### src/rtl/accum_reg_bank_pkg.sv
// Shared opcodes and FSM state encoding for the accumulator register bank.
package accum_reg_bank_pkg;

    localparam logic [2:0] OP_NOP  = 3'b000;
    localparam logic [2:0] OP_LOAD = 3'b001;
    localparam logic [2:0] OP_MOVE = 3'b010;
    localparam logic [2:0] OP_SUB  = 3'b011;
    localparam logic [2:0] OP_ADD  = 3'b100;
    localparam logic [2:0] OP_DIV  = 3'b101;
    localparam logic [2:0] OP_CLR  = 3'b110;
    localparam logic [2:0] OP_ILL  = 3'b111;

    typedef enum logic {
        ST_IDLE = 1'b0,
        ST_RUN  = 1'b1
    } state_t;

endpackage

### src/rtl/accum_alu.sv
// Combinational add/subtract with borrow/overflow flag and a >= compare.
// Saturating arithmetic is selected by defining ACCUM_SAT_EN.
module accum_alu #(
    parameter int WIDTH = 16
) (
    input  logic [WIDTH-1:0] a_i,
    input  logic [WIDTH-1:0] b_i,
    input  logic             sub_i,
    output logic [WIDTH-1:0] y_o,
    output logic             flag_o,
    output logic             ge_o
);

    logic [WIDTH:0] raw;

    // Returns {flag, value}; raw[WIDTH] is the borrow (sub) or carry (add).
    function automatic logic [WIDTH:0] apply_mode(input logic [WIDTH:0] r, input logic is_sub);
`ifdef ACCUM_SAT_EN
        if (!r[WIDTH]) begin
            return {1'b0, r[WIDTH-1:0]};
        end
        return is_sub ? {1'b1, {WIDTH{1'b0}}} : {1'b1, {WIDTH{1'b1}}};
`else
        return {is_sub & r[WIDTH], r[WIDTH-1:0]};
`endif
    endfunction

    always_comb begin
        raw = sub_i ? ({1'b0, a_i} - {1'b0, b_i}) : ({1'b0, a_i} + {1'b0, b_i});
        {flag_o, y_o} = apply_mode(raw, sub_i);
    end

    assign ge_o = (a_i >= b_i);

endmodule

### src/rtl/accum_reg_bank.sv
// Accumulator register bank with single-cycle ops and a repeated-subtract DIVLOOP.
// Optional saturating ADD/SUB via the ACCUM_SAT_EN macro (see accum_alu).
module accum_reg_bank
    import accum_reg_bank_pkg::*;
#(
    parameter int WIDTH    = 16,
    parameter int NUM_REGS = 4,
    parameter int SEL_W    = $clog2(NUM_REGS)
) (
    input  logic             CLK,
    input  logic             RST,
    input  logic             op_valid,
    output logic             op_ready,
    input  logic [2:0]       op_code,
    input  logic [SEL_W-1:0] dst_sel,
    input  logic [SEL_W-1:0] src_sel,
    input  logic [WIDTH-1:0] register_input,
    input  logic [WIDTH-1:0] sub,
    input  logic [SEL_W-1:0] rd_sel,
    output logic [WIDTH-1:0] rd_data,
    output logic [WIDTH-1:0] a0out,
    output logic [WIDTH-1:0] a1out,
    output logic             busy,
    output logic             done,
    output logic             borrow,
    output logic             err
);

    localparam int DEPTH = 1 << SEL_W;

    logic [WIDTH-1:0] regs_q [NUM_REGS];
    logic [WIDTH-1:0] view   [DEPTH];
    logic [DEPTH-1:0] sel_valid;

    state_t           state_q, state_d;
    logic [WIDTH-1:0] div_q, div_d, cnt_q, cnt_d;
    logic [SEL_W-1:0] dst_q, dst_d, src_q, src_d;
    logic             borrow_q, borrow_d, done_q, done_d, err_q, err_d;

    logic             wr_en;
    logic [SEL_W-1:0] wr_idx;
    logic [WIDTH-1:0] wr_data;
    logic             accept, dst_ok, src_ok;
    logic [WIDTH-1:0] alu_a, alu_b, alu_y;
    logic             alu_sub, alu_flag, alu_ge;

    // Selects past NUM_REGS read as zero and are flagged invalid for writes.
    for (genvar gi = 0; gi < DEPTH; gi++) begin : g_view
        if (gi < NUM_REGS) begin : g_reg
            assign view[gi]      = regs_q[gi];
            assign sel_valid[gi] = 1'b1;
        end else begin : g_pad
            assign view[gi]      = '0;
            assign sel_valid[gi] = 1'b0;
        end
    end

    assign op_ready = (state_q == ST_IDLE) && !RST;
    assign accept   = op_valid && op_ready;
    assign dst_ok   = sel_valid[dst_sel];
    assign src_ok   = sel_valid[src_sel];

    always_comb begin
        if (state_q == ST_RUN) begin
            alu_a   = view[dst_q];
            alu_b   = div_q;
            alu_sub = 1'b1;
        end else begin
            alu_a   = view[dst_sel];
            alu_b   = sub;
            alu_sub = (op_code == OP_SUB);
        end
    end

    accum_alu #(.WIDTH(WIDTH)) u_alu (
        .a_i    (alu_a),
        .b_i    (alu_b),
        .sub_i  (alu_sub),
        .y_o    (alu_y),
        .flag_o (alu_flag),
        .ge_o   (alu_ge)
    );

    always_comb begin
        state_d  = state_q;
        div_d    = div_q;
        cnt_d    = cnt_q;
        dst_d    = dst_q;
        src_d    = src_q;
        borrow_d = borrow_q;
        done_d   = 1'b0;
        err_d    = 1'b0;
        wr_en    = 1'b0;
        wr_idx   = dst_sel;
        wr_data  = alu_y;
        unique case (state_q)
            ST_IDLE: begin
                if (accept) begin
                    borrow_d = 1'b0;
                    case (op_code)
                        OP_NOP: begin
                        end
                        OP_LOAD: begin
                            wr_en   = dst_ok;
                            wr_data = register_input;
                            err_d   = !dst_ok;
                        end
                        OP_MOVE: begin
                            wr_en   = dst_ok && src_ok;
                            wr_data = view[src_sel];
                            err_d   = !(dst_ok && src_ok);
                        end
                        OP_SUB, OP_ADD: begin
                            wr_en    = dst_ok;
                            borrow_d = dst_ok && alu_flag;
                            err_d    = !dst_ok;
                        end
                        OP_DIV: begin
                            if (!dst_ok || !src_ok || sub == '0 || dst_sel == src_sel) begin
                                err_d = 1'b1;
                            end else begin
                                state_d = ST_RUN;
                                div_d   = sub;
                                cnt_d   = '0;
                                dst_d   = dst_sel;
                                src_d   = src_sel;
                            end
                        end
                        OP_CLR: begin
                            wr_en   = dst_ok;
                            wr_data = '0;
                            err_d   = !dst_ok;
                        end
                        OP_ILL: begin
                            err_d = 1'b1;
                        end
                    endcase
                end
            end
            ST_RUN: begin
                // Either peel one more divisor off the remainder or retire the quotient.
                wr_en = 1'b1;
                if (alu_ge) begin
                    wr_idx  = dst_q;
                    wr_data = alu_y;
                    cnt_d   = cnt_q + 1'b1;
                end else begin
                    wr_idx  = src_q;
                    wr_data = cnt_q;
                    done_d  = 1'b1;
                    state_d = ST_IDLE;
                end
            end
        endcase
    end

    always_ff @(posedge CLK) begin
        if (RST) begin
            state_q  <= ST_IDLE;
            borrow_q <= 1'b0;
            done_q   <= 1'b0;
            err_q    <= 1'b0;
        end else begin
            state_q  <= state_d;
            borrow_q <= borrow_d;
            done_q   <= done_d;
            err_q    <= err_d;
        end
    end

    always_ff @(posedge CLK) begin
        div_q <= div_d;
        cnt_q <= cnt_d;
        dst_q <= dst_d;
        src_q <= src_d;
    end

    always_ff @(posedge CLK) begin
        if (RST) begin
            for (int i = 0; i < NUM_REGS; i++) begin
                regs_q[i] <= '0;
            end
        end else if (wr_en) begin
            regs_q[wr_idx] <= wr_data;
        end
    end

    assign rd_data = view[rd_sel];
    assign a0out   = regs_q[0];
    assign a1out   = regs_q[1];
    assign busy    = (state_q == ST_RUN);
    assign done    = done_q;
    assign borrow  = borrow_q;
    assign err     = err_q;

endmodule

### config.mk
export PLATFORM = sky130hd
export DESIGN_NAME = accum_reg_bank
export DESIGN_NICKNAME = d
export VERILOG_FILES = /design/src/rtl/accum_reg_bank_pkg.sv /design/src/rtl/accum_alu.sv /design/src/rtl/accum_reg_bank.sv
export SDC_FILE = /design/constraint.sdc
export NUM_CORES = 1
export LEC_CHECK = 0
export CORE_MARGIN = 2
export CORE_UTILIZATION = 40
export CTS_BUF_LIST = sky130_fd_sc_hd__clkbuf_4 sky130_fd_sc_hd__clkbuf_8
export CTS_CLUSTER_SIZE = 14
export DETAILED_ROUTE_END_ITERATION = 16
export GPL_ROUTABILITY_DRIVEN = 0
export MAX_ROUTING_LAYER = met4
export PLACE_DENSITY = 0.72
export SETUP_SLACK_MARGIN = 0.3
export SYNTH_ARGS = -nofsm -noshare
export SYNTH_HDL_FRONTEND = slang
export SYNTH_HIERARCHICAL = 1
export SYNTH_SLANG_ARGS = --single-unit
### constraint.sdc
create_clock -name CLK -period 14.05 [get_ports CLK]
set_input_delay 1.405 -clock CLK [delete_from_list [all_inputs] [get_ports CLK]]
set_output_delay 1.405 -clock CLK [all_outputs]
set_load 0.02 [all_outputs]
==> impl_metrics.xml, run 1 <==
<?xml version="1.0" encoding="UTF-8"?>
<metrics>
  <group name="clock_network">
    <metric name="cts_max_level" unit="">3</metric>
    <metric name="tritoncts" unit="">done</metric>
    <metric name="cts_buffers" unit="">9</metric>
    <metric name="worst_setup_hold_path_clk_slew" unit="ns">0.10</metric>
    <metric name="post_cts_resize_count" unit="">0</metric>
    <metric name="hold_buffers" unit="">0</metric>
    <metric name="total_number_of_clock_tree_sinks" unit="">104</metric>
    <metric name="worstSkewPairLatency" unit="ns">0.40</metric>
    <metric name="root_buffer" unit="">clkbuf_8</metric>
    <metric name="cts-root-to-sink-buffers" unit="">2</metric>
    <metric name="post-cts-setup-buffer-count" unit="">0</metric>
  </group>
  <group name="synth">
    <metric name="ys.flop_type" unit="">edfxtp_1</metric>
    <metric name="syn-mean-instance-area" unit="sq um">11.3</metric>
    <metric name="number_of_synthesized_register_bits" unit="">104</metric>
    <metric name="synthMostInstantiatedCell" unit="">edfxtp_1</metric>
    <metric name="postSynthNetCount" unit="">831</metric>
    <metric name="share_of_synthesized_area_occupied_by_flip_flops_and_latches" unit="">0.364</metric>
    <metric name="synth.cell_area" unit="sq um">8470</metric>
    <metric name="post_synth_num_cell_types" unit="">70</metric>
    <metric name="list_of_most_frequent_post_synthesis_cells" unit="">edfxtp_1, mux4_2, nor3_1, nand2_1, inv_1</metric>
    <metric name="post_synth_main_area_contributors" unit="">edfxtp_1, mux4_2, ha_1, mux2_2, nor3_1</metric>
    <metric name="synth.largest_area_cell" unit="">edfxtp_1</metric>
    <metric name="synth-edff-count" unit="">100</metric>
    <metric name="ys_async_sr_fraction" unit="">0</metric>
    <metric name="post_synth_inst_count" unit="">753</metric>
    <metric name="synth_largest_type_area_fraction" unit="">0.354</metric>
    <metric name="synthesis.yosys.warnings" unit="">6</metric>
  </group>
  <group name="floorplanning">
    <metric name="die_w" unit="um">150</metric>
    <metric name="placeable_core_area" unit="sq um">20900</metric>
    <metric name="initial_utilization" unit="">0.406</metric>
    <metric name="ioPinCount" unit="">97</metric>
    <metric name="placement_rows" unit="">53</metric>
    <metric name="design.die.area" unit="sq um">22400</metric>
    <metric name="fp.dieH" unit="um">150</metric>
  </group>
  <group name="setup_path">
    <metric name="worst_path_max_fanout" unit="">23</metric>
    <metric name="critical-path-max-stage-delay" unit="ns">1.20</metric>
    <metric name="worstSetupStartpointType" unit="">primary input</metric>
    <metric name="startpoint" unit="">dst_sel[1]</metric>
    <metric name="worst_ep_required_time" unit="ns">14.08</metric>
    <metric name="timing.critical_path.to_type" unit="">register</metric>
    <metric name="critical_path.cell_chain" unit="">clkdlybuf4s50_1 -&gt; mux4_2 -&gt; mux2_2 -&gt; ha_1 -&gt; a21o_1 -&gt; or3_1 -&gt; o21a_1 -&gt; a221o_1 -&gt; nor3b_1 -&gt; o21ai_2 -&gt; buf_4 -&gt; mux2i_1 -&gt; a21oi_1 -&gt; nand4b_1 -&gt; nand2_1</metric>
    <metric name="worstPathArrival" unit="ns">7.79</metric>
    <metric name="r2r-start" unit="">busy$_SDFF_PP0_</metric>
    <metric name="timing.critical_path.slowest_stage_cell" unit="">clkdlybuf4s50_1</metric>
    <metric name="path_class" unit="">primary input to register</metric>
  </group>
  <group name="detailed_routing">
    <metric name="dr_vias_cell" unit="">6.35</metric>
    <metric name="antenna_violating_nets_post_route" unit="">0</metric>
    <metric name="drt_first_iter_violations" unit="">949</metric>
    <metric name="vias" unit="">6945</metric>
    <metric name="drt_pass1_iterations" unit="">6</metric>
    <metric name="wl_per_cell" unit="um">23.1</metric>
    <metric name="post_route_drc_violation_count" unit="">0</metric>
    <metric name="routed_wirelength" unit="mm">25.3</metric>
  </group>
  <group name="pwr">
    <metric name="powerDensity" unit="nW/um^2">88.3</metric>
    <metric name="irDropWorstVdd" unit="mV">0.0448</metric>
    <metric name="cellLeakagePower" unit="nW">3.43</metric>
  </group>
  <group name="timing">
    <metric name="fmax" unit="GHz">0.129</metric>
    <metric name="finalWorstSetupSlack" unit="ns">6.29</metric>
    <metric name="setup_viol" unit="">0</metric>
    <metric name="min_period" unit="ns">7.76</metric>
    <metric name="timing.setup.tns" unit="ns">0</metric>
    <metric name="tightest_slew" unit="ns">1.11</metric>
    <metric name="holdWs" unit="ns">0.508</metric>
    <metric name="fin_worst_skew" unit="ns">0.00993</metric>
    <metric name="drv_slew" unit="">0</metric>
    <metric name="hold_viol" unit="">0</metric>
    <metric name="final_min_period_over_clock_period" unit="">0.552</metric>
    <metric name="rsz0062_at_grt" unit="">no</metric>
    <metric name="maxSlewHeadroom" unit="">0.256</metric>
  </group>
  <group name="global_route">
    <metric name="gr_util_met2" unit="">0.353</metric>
    <metric name="globalRouteOverflowTotal" unit="">0</metric>
    <metric name="global_route_hottest_layer" unit="">met2</metric>
    <metric name="antenna_found_initial" unit="">0</metric>
    <metric name="first_global_vias" unit="">6654</metric>
    <metric name="met1_usage" unit="">0.318</metric>
    <metric name="grt_util_met3" unit="">0.0354</metric>
    <metric name="groute.usage.overall" unit="">0.236</metric>
    <metric name="first_pass_grt_wire_length" unit="mm">38.7</metric>
    <metric name="grt_max_degree" unit="">63</metric>
  </group>
  <group name="outcome">
    <metric name="run_status" unit="">finished clean</metric>
  </group>
  <group name="placement">
    <metric name="io_buffers" unit="">96</metric>
    <metric name="post-dp-hpwl" unit="mm">18.5</metric>
    <metric name="detailedPlace.worstSlack" unit="ns">6.02</metric>
  </group>
  <group name="layout">
    <metric name="layout-drive-gt1-share" unit="">0.176</metric>
    <metric name="area.growth.synth_to_final" unit="%">15.1</metric>
    <metric name="nets" unit="">891</metric>
    <metric name="diodes" unit="">0</metric>
  </group>
  <group name="hold_path">
    <metric name="holdCritPathClass" unit="">register to register</metric>
    <metric name="hold_start" unit="">borrow$_SDFFE_PP0P_</metric>
  </group>
  <group name="job">
    <metric name="max-cap-violations" unit="">0</metric>
  </group>
</metrics>
[per-stage QoR]
| stage | total power [mW] | instance area, sq um | instances | util |
|---|---|---|---|---|
| 2_1_floorplan | 0.582 | 8470 | 753 | - |
| 3_3_place_gp | 0.676 | 9590 | 1077 | 0.459 |
| 3_5_place_dp | 0.681 | 9590 | 1077 | 0.459 |
| 4_1_cts | 0.855 | 9750 | 1093 | 0.467 |
| 5_1_grt | 0.896 | 9750 | 1093 | 0.467 |
| 6_report | 0.861 | 9750 | 1093 | 0.467 |
[critical path, delay by kind of cell]
kind | cells | cell delay (ns)
buf+inv | 2 | 1.45
simple gates | 4 | 2.33
fa+ha+maj | 1 | 0.43
mux | 3 | 0.88
compound gates | 5 | 1.26
[sequential cells by signal, indices dropped and copies added, names as in the netlist]
register  count
regs_q       64
cnt_q        16
div_q        16
dst_q         2
src_q         2
borrow        1
busy          1
done          1
err           1
[logic make-up (layout without fill, tap and decap cells)]
logic type / count (synthesis) / in the layout / share of synthesized area
AO/OA/AOI/OAI: 154 / 154 / 0.134
AND/OR/NAND/NOR: 222 / 222 / 0.139
XOR/XNOR: 25 / 25 / 0.0258
buffers and inverters: 100 / 165 / 0.0515
adder cells (fa/ha/maj): 34 / 34 / 0.0520
multiplexers: 114 / 114 / 0.234
flip-flops: 104 / 104 / 0.364
[routing by layer]
layer	up-vias	share of wire
met2	401	0.46
met4	0	0.041
met1	3421	0.41
met5	-	0
li1	3062	-
met3	61	0.088
[report_power, final]
part | internal [mW] | switching, mW
logic | 0.130 | 0.179
clock network | 0.0648 | 0.115
registers | 0.356 | 0.0169
[layout by cell type (no fill, tap or decap), types with 14 or more instances in the layout]
cell type and instances:
mux4_2 64, inv_1 41, o21a_1 18, a22oi_1 15, edfxtp_1 100, a21oi_1 27
nand2_1 43, nor2_1 26, ha_1 32, and2_1 14, xnor2_1 16, clkdlybuf4s50_1 96
mux2_2 33, nor3_1 63, mux2i_1 17, o21ai_0 19
[area by class of cell]
class / instances / area (sq um)
clock buffers: 9 / 124
clock inverters: 7 / 43.8
fillers: 1912 / 11100
inverters: 43 / 161
multi-input cells: 549 / 4960
flip-flops and latches: 104 / 3080
well taps: 275 / 344
repair buffers: 106 / 1040
[final timing paths]
path | depth (start not counted) | end | slack, ns
worst min-delay path | 2 | borrow$_SDFFE_PP0P_ | 0.51
worst max-delay path | 15 | regs_q[1][10]$_SDFFCE_PN0P_ | 6.29
worst max register to register | 14 | regs_q[1][10]$_SDFFCE_PN0P_ | 7.42
worst min register to register | 2 | borrow$_SDFFE_PP0P_ | 0.51
No activity file was read; power rests on OpenSTA's default activity.
==> inputs of run 2 (changes only) <==
- PLACE_DENSITY: 0.72 -> 0.74
- clock period: 14.05 -> 6.41 ns (I/O delays scaled with it)
==> run 2 against run 1 <==
Compared with the run above:
- design area up 1.3%
- worst hold slack worse by 0.011 ns
- non-clock buffer count up 14
- core utilization up 0.61 points
- critical path depth unchanged
- final cell count up 1.3%
- first-iteration DRC count down 7.8%
- clock power up 130%
- routed wire length down 0.70%
- clock skew up 0.0034 ns
- die area unchanged
==> impl_metrics.xml, run 2 (synthesized netlist as in run 1, its figures left out) <==
<?xml version="1.0" encoding="UTF-8"?>
<metrics>
  <group name="layout">
    <metric name="area_of_the_multi_input_gates" unit="sq um">4960</metric>
    <metric name="top_register_by_number_of_flip_flops" unit="">regs_q</metric>
    <metric name="max_ffs_per_register" unit="">64</metric>
    <metric name="diodes" unit="">0</metric>
    <metric name="layout-drive-gt1-share" unit="">0.194</metric>
    <metric name="fill_cells" unit="">1920</metric>
    <metric name="area.growth.synth_to_final" unit="%">16.6</metric>
    <metric name="most-common-layout-cells" unit="">edfxtp_1, clkdlybuf4s50_1, mux4_2</metric>
    <metric name="nets" unit="">905</metric>
    <metric name="top_regs" unit="">regs_q: 64 flops, cnt_q: 16 flops, div_q: 16 flops</metric>
    <metric name="seq_area" unit="sq um">3080</metric>
    <metric name="final_common_cell" unit="">edfxtp_1</metric>
  </group>
  <group name="setup_path">
    <metric name="worst_ep_required_time" unit="ns">6.51</metric>
    <metric name="critical_path.cell_chain" unit="">clkdlybuf4s50_1 -&gt; mux4_2 -&gt; mux2_2 -&gt; ha_1 -&gt; a21o_1 -&gt; or3_1 -&gt; o21a_1 -&gt; a221o_1 -&gt; nor3b_1 -&gt; o21ai_2 -&gt; mux2i_1 -&gt; a21oi_1 -&gt; or4b_1 -&gt; nand2_1 -&gt; buf_4</metric>
    <metric name="r2r_setup_slack" unit="ns">1.15</metric>
    <metric name="critical-path-max-stage-delay" unit="ns">0.88</metric>
    <metric name="worstSetupStartpointType" unit="">primary input</metric>
    <metric name="r2r-start" unit="">dst_q[0]$_DFFE_PP_</metric>
    <metric name="timing.critical_path.slowest_stage_cell" unit="">clkdlybuf4s50_1</metric>
    <metric name="r2r.worst_path.cells" unit="">14</metric>
    <metric name="path_class" unit="">primary input to register</metric>
    <metric name="timing.critical_path.to_type" unit="">register</metric>
    <metric name="worstPathArrival" unit="ns">5.52</metric>
    <metric name="startpoint" unit="">dst_sel[1]</metric>
    <metric name="worst_path_max_fanout" unit="">14</metric>
  </group>
  <group name="hold_path">
    <metric name="min_delay_path_depth" unit="">2</metric>
    <metric name="holdCritPathClass" unit="">register to register</metric>
    <metric name="hold_start" unit="">borrow$_SDFFE_PP0P_</metric>
  </group>
  <group name="clock_network">
    <metric name="post-cts-setup-buffer-count" unit="">0</metric>
    <metric name="root_buffer" unit="">clkbuf_8</metric>
    <metric name="cts_buffers" unit="">9</metric>
    <metric name="cts_max_level" unit="">3</metric>
    <metric name="hold_buffers" unit="">0</metric>
    <metric name="worstSkewPairLatency" unit="ns">0.40</metric>
    <metric name="tritoncts" unit="">done</metric>
    <metric name="cts-root-to-sink-buffers" unit="">2</metric>
    <metric name="post_cts_resize_count" unit="">0</metric>
    <metric name="total_number_of_clock_tree_sinks" unit="">104</metric>
    <metric name="worst_setup_hold_path_clk_slew" unit="ns">0.10</metric>
  </group>
  <group name="timing">
    <metric name="rsz0062_at_grt" unit="">no</metric>
    <metric name="timing.setup.tns" unit="ns">0</metric>
    <metric name="hold_viol" unit="">0</metric>
    <metric name="min_period" unit="ns">5.42</metric>
    <metric name="tightest_slew" unit="ns">0.952</metric>
    <metric name="fmax" unit="GHz">0.184</metric>
    <metric name="maxSlewHeadroom" unit="">0.363</metric>
    <metric name="drv_slew" unit="">0</metric>
    <metric name="setup_viol" unit="">0</metric>
    <metric name="final_min_period_over_clock_period" unit="">0.846</metric>
    <metric name="fin_worst_skew" unit="ns">0.0134</metric>
  </group>
  <group name="pwr">
    <metric name="clock_power_share" unit="">0.214</metric>
    <metric name="total_switching_power" unit="mW">0.688</metric>
    <metric name="irDropWorstVdd" unit="mV">0.0963</metric>
    <metric name="comb_power_share" unit="">0.361</metric>
    <metric name="power.sequential.fraction" unit="">0.425</metric>
    <metric name="finalPower" unit="mW">1.91</metric>
    <metric name="powerDensity" unit="nW/um^2">193</metric>
    <metric name="cellLeakagePower" unit="nW">3.50</metric>
    <metric name="sw_frac" unit="">0.360</metric>
    <metric name="cellInternalPower" unit="mW">1.22</metric>
  </group>
  <group name="global_route">
    <metric name="groute.usage.overall" unit="">0.236</metric>
    <metric name="globalRouteOverflowTotal" unit="">0</metric>
    <metric name="first_global_vias" unit="">6757</metric>
    <metric name="first_pass_grt_wire_length" unit="mm">38.8</metric>
    <metric name="antenna_found_initial" unit="">0</metric>
    <metric name="grt_max_degree" unit="">55</metric>
  </group>
  <group name="job">
    <metric name="max-cap-violations" unit="">0</metric>
  </group>
  <group name="floorplanning">
    <metric name="placeable_core_area" unit="sq um">20900</metric>
    <metric name="die_w" unit="um">150</metric>
    <metric name="design.die.area" unit="sq um">22400</metric>
    <metric name="initial_utilization" unit="">0.406</metric>
    <metric name="fp.dieH" unit="um">150</metric>
    <metric name="ioPinCount" unit="">97</metric>
    <metric name="placement_rows" unit="">53</metric>
  </group>
  <group name="detailed_routing">
    <metric name="routed_wirelength" unit="mm">25.1</metric>
    <metric name="vias" unit="">6980</metric>
    <metric name="wl_per_cell" unit="um">22.7</metric>
    <metric name="antenna_violating_nets_post_route" unit="">0</metric>
    <metric name="drt_first_iter_violations" unit="">875</metric>
    <metric name="post_route_drc_violation_count" unit="">0</metric>
    <metric name="drt_pass1_iterations" unit="">5</metric>
    <metric name="dr_vias_cell" unit="">6.31</metric>
  </group>
  <group name="outcome">
    <metric name="run_status" unit="">finished clean</metric>
  </group>
  <group name="placement">
    <metric name="post-dp-hpwl" unit="mm">18.6</metric>
    <metric name="io_buffers" unit="">96</metric>
  </group>
</metrics>
-- run 2: cell types whose count changed in the layout (fill, tap and decap cells not counted) --
cell | before | now
buf_4 | 10 | 24
clkinvlp_4 | 0 | 1
clkinv_4 | 0 | 2
clkinv_1 | 6 | 3
clkinv_8 | 0 | 1
inv_6 | 2 | 1
-- run 2: per-stage QoR --
step	util	cell area (sq um)	hold WS [ns]	std cells	setup WS, ns
after floorplan	-	8470	0.543	753	1.09
after global placement	0.464	9690	0.466	1091	0.730
after detailed placement	0.464	9690	0.483	1091	0.603
after CTS	0.473	9880	0.498	1107	1.01
after global routing	0.473	9880	0.541	1107	0.752
final	0.473	9880	0.498	1107	0.989
-- run 2: final cells by class --
type / count / share of cell area
Timing Repair Buffer: 120 / 0.116
Sequential cell: 104 / 0.312
Multi-Input combinational cell: 549 / 0.502
Clock inverter: 7 / 0.00659
Tap cell: 275 / 0.0348
Inverter: 43 / 0.0163
Clock buffer: 9 / 0.0125
-- run 2: power groups by stage --
stage | registers (mW) | logic [mW] | clock network, mW
2_1_floorplan | 0.827 | 0.449 | 0
3_5_place_dp | 0.828 | 0.675 | 0
5_1_grt | 0.816 | 0.737 | 0.440
6_report | 0.813 | 0.690 | 0.408
4_1_cts | 0.812 | 0.680 | 0.415
3_3_place_gp | 0.826 | 0.667 | 0
-- run 2: final timing paths --
check | endpoint
max | regs_q[0][12]$_SDFFCE_PN0P_
min | borrow$_SDFFE_PP0P_
max reg2reg | regs_q[0][12]$_SDFFCE_PN0P_
min reg2reg | borrow$_SDFFE_PP0P_
-- run 2: critical path: cells and delay by family --
family / cells / cell delay [ns]
AOI/OAI and AO/OA: 5 / 1.09
adders and majority gates: 1 / 0.43
buffers and inverters: 2 / 1.15
muxes: 3 / 0.86
and+or+nand+nor: 4 / 1.33
-- run 2: layer usage --
layer  track usage  up-vias  wire, um
met3        0.0384       73      2260
met1         0.313     3395     10200
li1              -     3100         -
met4         0.122        0      1220
met2         0.351      412     11400
met5             -        -         0
==> inputs of run 3 (changes only) <==
- PLACE_DENSITY: 0.74 -> 0.72
- clock period: 6.41 -> 5.4 ns (I/O delays scaled with it)
==> run 3 against run 2 <==
Compared with the run above:
- clock power increased by 25%
- die area unchanged
- clock-buffer cell count unchanged
- non-clock buffer count increased by 23
- final cell count increased by 2.1%
- first-iteration DRC count decreased by 27%
- core utilization increased by 1.1 points
==> impl_metrics.xml, run 3 (synthesized netlist as in run 1, its figures left out) <==
<?xml version="1.0" encoding="UTF-8"?>
<metrics>
  <group name="outcome">
    <metric name="run_status" unit="">finished clean</metric>
  </group>
  <group name="detailed_routing">
    <metric name="routed_wirelength" unit="mm">24.9</metric>
    <metric name="vias" unit="">6957</metric>
    <metric name="antenna_violating_nets_post_route" unit="">0</metric>
    <metric name="drt_first_iter_violations" unit="">641</metric>
    <metric name="dr_vias_cell" unit="">6.16</metric>
    <metric name="drt_pass1_iterations" unit="">7</metric>
    <metric name="post_route_drc_violation_count" unit="">0</metric>
    <metric name="wl_per_cell" unit="um">22.0</metric>
  </group>
  <group name="setup_path">
    <metric name="timing.critical_path.to_type" unit="">register</metric>
    <metric name="critical_path.top_delay_family" unit="">simple AND/OR/NAND/NOR gates</metric>
    <metric name="crit_path_top_cell_by_count" unit="">buf_4</metric>
    <metric name="path_class" unit="">primary input to register</metric>
    <metric name="timing.critical_path.buf_inv" unit="">3</metric>
    <metric name="critical-path-max-stage-delay" unit="ns">0.59</metric>
    <metric name="worst_ep_required_time" unit="ns">5.65</metric>
    <metric name="worst_path_max_fanout" unit="">16</metric>
    <metric name="r2r_setup_slack" unit="ns">0.89</metric>
    <metric name="timing.critical_path.slowest_stage_cell" unit="">or4b_1</metric>
    <metric name="worstSetupStartpointType" unit="">primary input</metric>
    <metric name="critical_path.cell_chain" unit="">clkdlybuf4s50_1 -&gt; buf_4 -&gt; mux4_2 -&gt; mux2_2 -&gt; ha_1 -&gt; a21o_1 -&gt; or3_1 -&gt; o21a_1 -&gt; a221o_1 -&gt; nor3b_2 -&gt; o21ai_2 -&gt; mux2i_1 -&gt; a21oi_1 -&gt; or4b_1 -&gt; buf_4 -&gt; nor3_1</metric>
    <metric name="worstPathArrival" unit="ns">5.04</metric>
  </group>
  <group name="layout">
    <metric name="final_common_cell" unit="">edfxtp_1</metric>
    <metric name="max_ffs_per_register" unit="">64</metric>
    <metric name="nets" unit="">928</metric>
    <metric name="fill_cells" unit="">1914</metric>
    <metric name="layout-drive-gt1-share" unit="">0.219</metric>
    <metric name="top_register_by_number_of_flip_flops" unit="">regs_q</metric>
    <metric name="most-common-layout-cells" unit="">edfxtp_1, clkdlybuf4s50_1, mux4_2</metric>
    <metric name="design_area" unit="sq um">10100</metric>
    <metric name="top_regs" unit="">regs_q: 64 flops, cnt_q: 16 flops, div_q: 16 flops</metric>
    <metric name="diodes" unit="">0</metric>
    <metric name="area.growth.synth_to_final" unit="%">19.3</metric>
  </group>
  <group name="clock_network">
    <metric name="cts_max_level" unit="">3</metric>
    <metric name="total_number_of_clock_tree_sinks" unit="">104</metric>
    <metric name="cts-root-to-sink-buffers" unit="">2</metric>
    <metric name="cts_buffers" unit="">9</metric>
    <metric name="worst_setup_hold_path_clk_slew" unit="ns">0.12</metric>
    <metric name="tritoncts" unit="">done</metric>
    <metric name="worstSkewPairLatency" unit="ns">0.41</metric>
    <metric name="root_buffer" unit="">clkbuf_8</metric>
  </group>
  <group name="timing">
    <metric name="drv_slew" unit="">0</metric>
    <metric name="fin_worst_skew" unit="ns">0.0101</metric>
    <metric name="min_period" unit="ns">4.79</metric>
    <metric name="timing.setup.tns" unit="ns">0</metric>
    <metric name="setup_viol" unit="">0</metric>
    <metric name="fmax" unit="GHz">0.209</metric>
    <metric name="rsz0062_at_grt" unit="">no</metric>
    <metric name="tightest_slew" unit="ns">0.937</metric>
    <metric name="maxSlewHeadroom" unit="">0.359</metric>
    <metric name="final_min_period_over_clock_period" unit="">0.887</metric>
    <metric name="hold_viol" unit="">0</metric>
  </group>
  <group name="global_route">
    <metric name="first_pass_grt_wire_length" unit="mm">38.9</metric>
    <metric name="grt_max_degree" unit="">45</metric>
    <metric name="globalRouteOverflowTotal" unit="">0</metric>
    <metric name="global_route_hottest_layer" unit="">met2</metric>
    <metric name="met1_usage" unit="">0.309</metric>
    <metric name="groute.usage.overall" unit="">0.236</metric>
    <metric name="antenna_found_initial" unit="">0</metric>
    <metric name="gr_util_met2" unit="">0.356</metric>
    <metric name="grt_util_met3" unit="">0.0399</metric>
    <metric name="first_global_vias" unit="">6857</metric>
  </group>
  <group name="floorplanning">
    <metric name="fp.dieH" unit="um">150</metric>
    <metric name="initial_utilization" unit="">0.406</metric>
    <metric name="design.die.area" unit="sq um">22400</metric>
    <metric name="placeable_core_area" unit="sq um">20900</metric>
    <metric name="ioPinCount" unit="">97</metric>
    <metric name="die_w" unit="um">150</metric>
    <metric name="placement_rows" unit="">53</metric>
  </group>
  <group name="hold_path">
    <metric name="holdCritPathClass" unit="">register to register</metric>
  </group>
  <group name="pwr">
    <metric name="irDropWorstVdd" unit="mV">0.113</metric>
    <metric name="cellLeakagePower" unit="nW">3.64</metric>
    <metric name="powerDensity" unit="nW/um^2">231</metric>
  </group>
  <group name="job">
    <metric name="max-cap-violations" unit="">0</metric>
  </group>
  <group name="placement">
    <metric name="post-dp-hpwl" unit="mm">18.9</metric>
    <metric name="placed_area" unit="sq um">9880</metric>
    <metric name="io_buffers" unit="">96</metric>
  </group>
</metrics>
==> run 3: cell count changes in the layout (fill, tap and decap cells not counted) <==
cell and change:
buf_4 +21, buf_12 +2, clkinv_1 -1, clkinv_8 +1, clkinvlp_4 -1, inv_12 +1
nand2_1 -1, nand2_4 +1, nor3b_1 -1, nor3b_2 +1
==> run 3: final timing paths <==
| path | startpoint | end | cells past startpoint |
|---|---|---|---|
| max reg2reg | dst_q[0]$_DFFE_PP_ | regs_q[0][14]$_SDFFCE_PN0P_ | 17 |
| max | dst_sel[0] | regs_q[0][3]$_SDFFCE_PN0P_ | 16 |
| min | borrow$_SDFFE_PP0P_ | borrow$_SDFFE_PP0P_ | 2 |
| min reg2reg | borrow$_SDFFE_PP0P_ | borrow$_SDFFE_PP0P_ | 2 |
==> run 3: layer usage <==
layer | share of wire | up-vias
li1 | - | 3146
met4 | 0.046 | 0
met1 | 0.41 | 3406
met2 | 0.46 | 339
met3 | 0.078 | 66
met5 | 0 | -
==> run 3: timing repair <==
item,4_1_cts,5_1_grt
endpoints found under the hold margin,0,0
resized for setup,0,2
setup buffers,0,2
hold buffers,0,0
setup endpoints to repair,0,22
==> run 3: report_power, final <==
part / internal (mW) / switching (mW) / total (mW) / leakage, nW
logic: 0.382 / 0.476 / 0.858 / 2.50
clock network: 0.188 / 0.322 / 0.510 / 0.105
registers: 0.924 / 0.0409 / 0.965 / 1.03
total: 1.49 / 0.840 / 2.33 / 3.64
==> run 3: worst reg2reg max path, delay by kind of cell (launching register included) <==
family	cells	cell delay, ns
AO/OA/AOI/OAI	7	1.75
adder cells (fa/ha/maj)	2	0.62
buffers and inverters	4	0.58
flip-flops	1	0.36
multiplexers	2	0.77
AND/OR/NAND/NOR	2	0.29
==> run 3: area by class of cell <==
class,count,area (sq um),share of cell area
multi-input cells,549,4970,0.492
flip-flops and latches,104,3080,0.305
repair buffers,143,1340,0.132
well taps,275,344,0.0340
inverters,43,161,0.0160
clock buffers,9,124,0.0123
clock inverters,7,86.3,0.00854
==> run 3: stage by stage <==
step / hold slack (ns) / cells / util / power, mW / worst slack, ns
detailed placement: 0.486 / 1112 / 0.473 / 1.83 / 0.0309
finish: 0.507 / 1130 / 0.484 / 2.33 / 0.609
CTS: 0.506 / 1128 / 0.483 / 2.33 / 0.457
global placement: 0.472 / 1112 / 0.473 / 1.81 / 0.137
global route: 0.545 / 1130 / 0.484 / 2.44 / 0.333
floorplan: 0.543 / 753 / - / 1.51 / 0.355
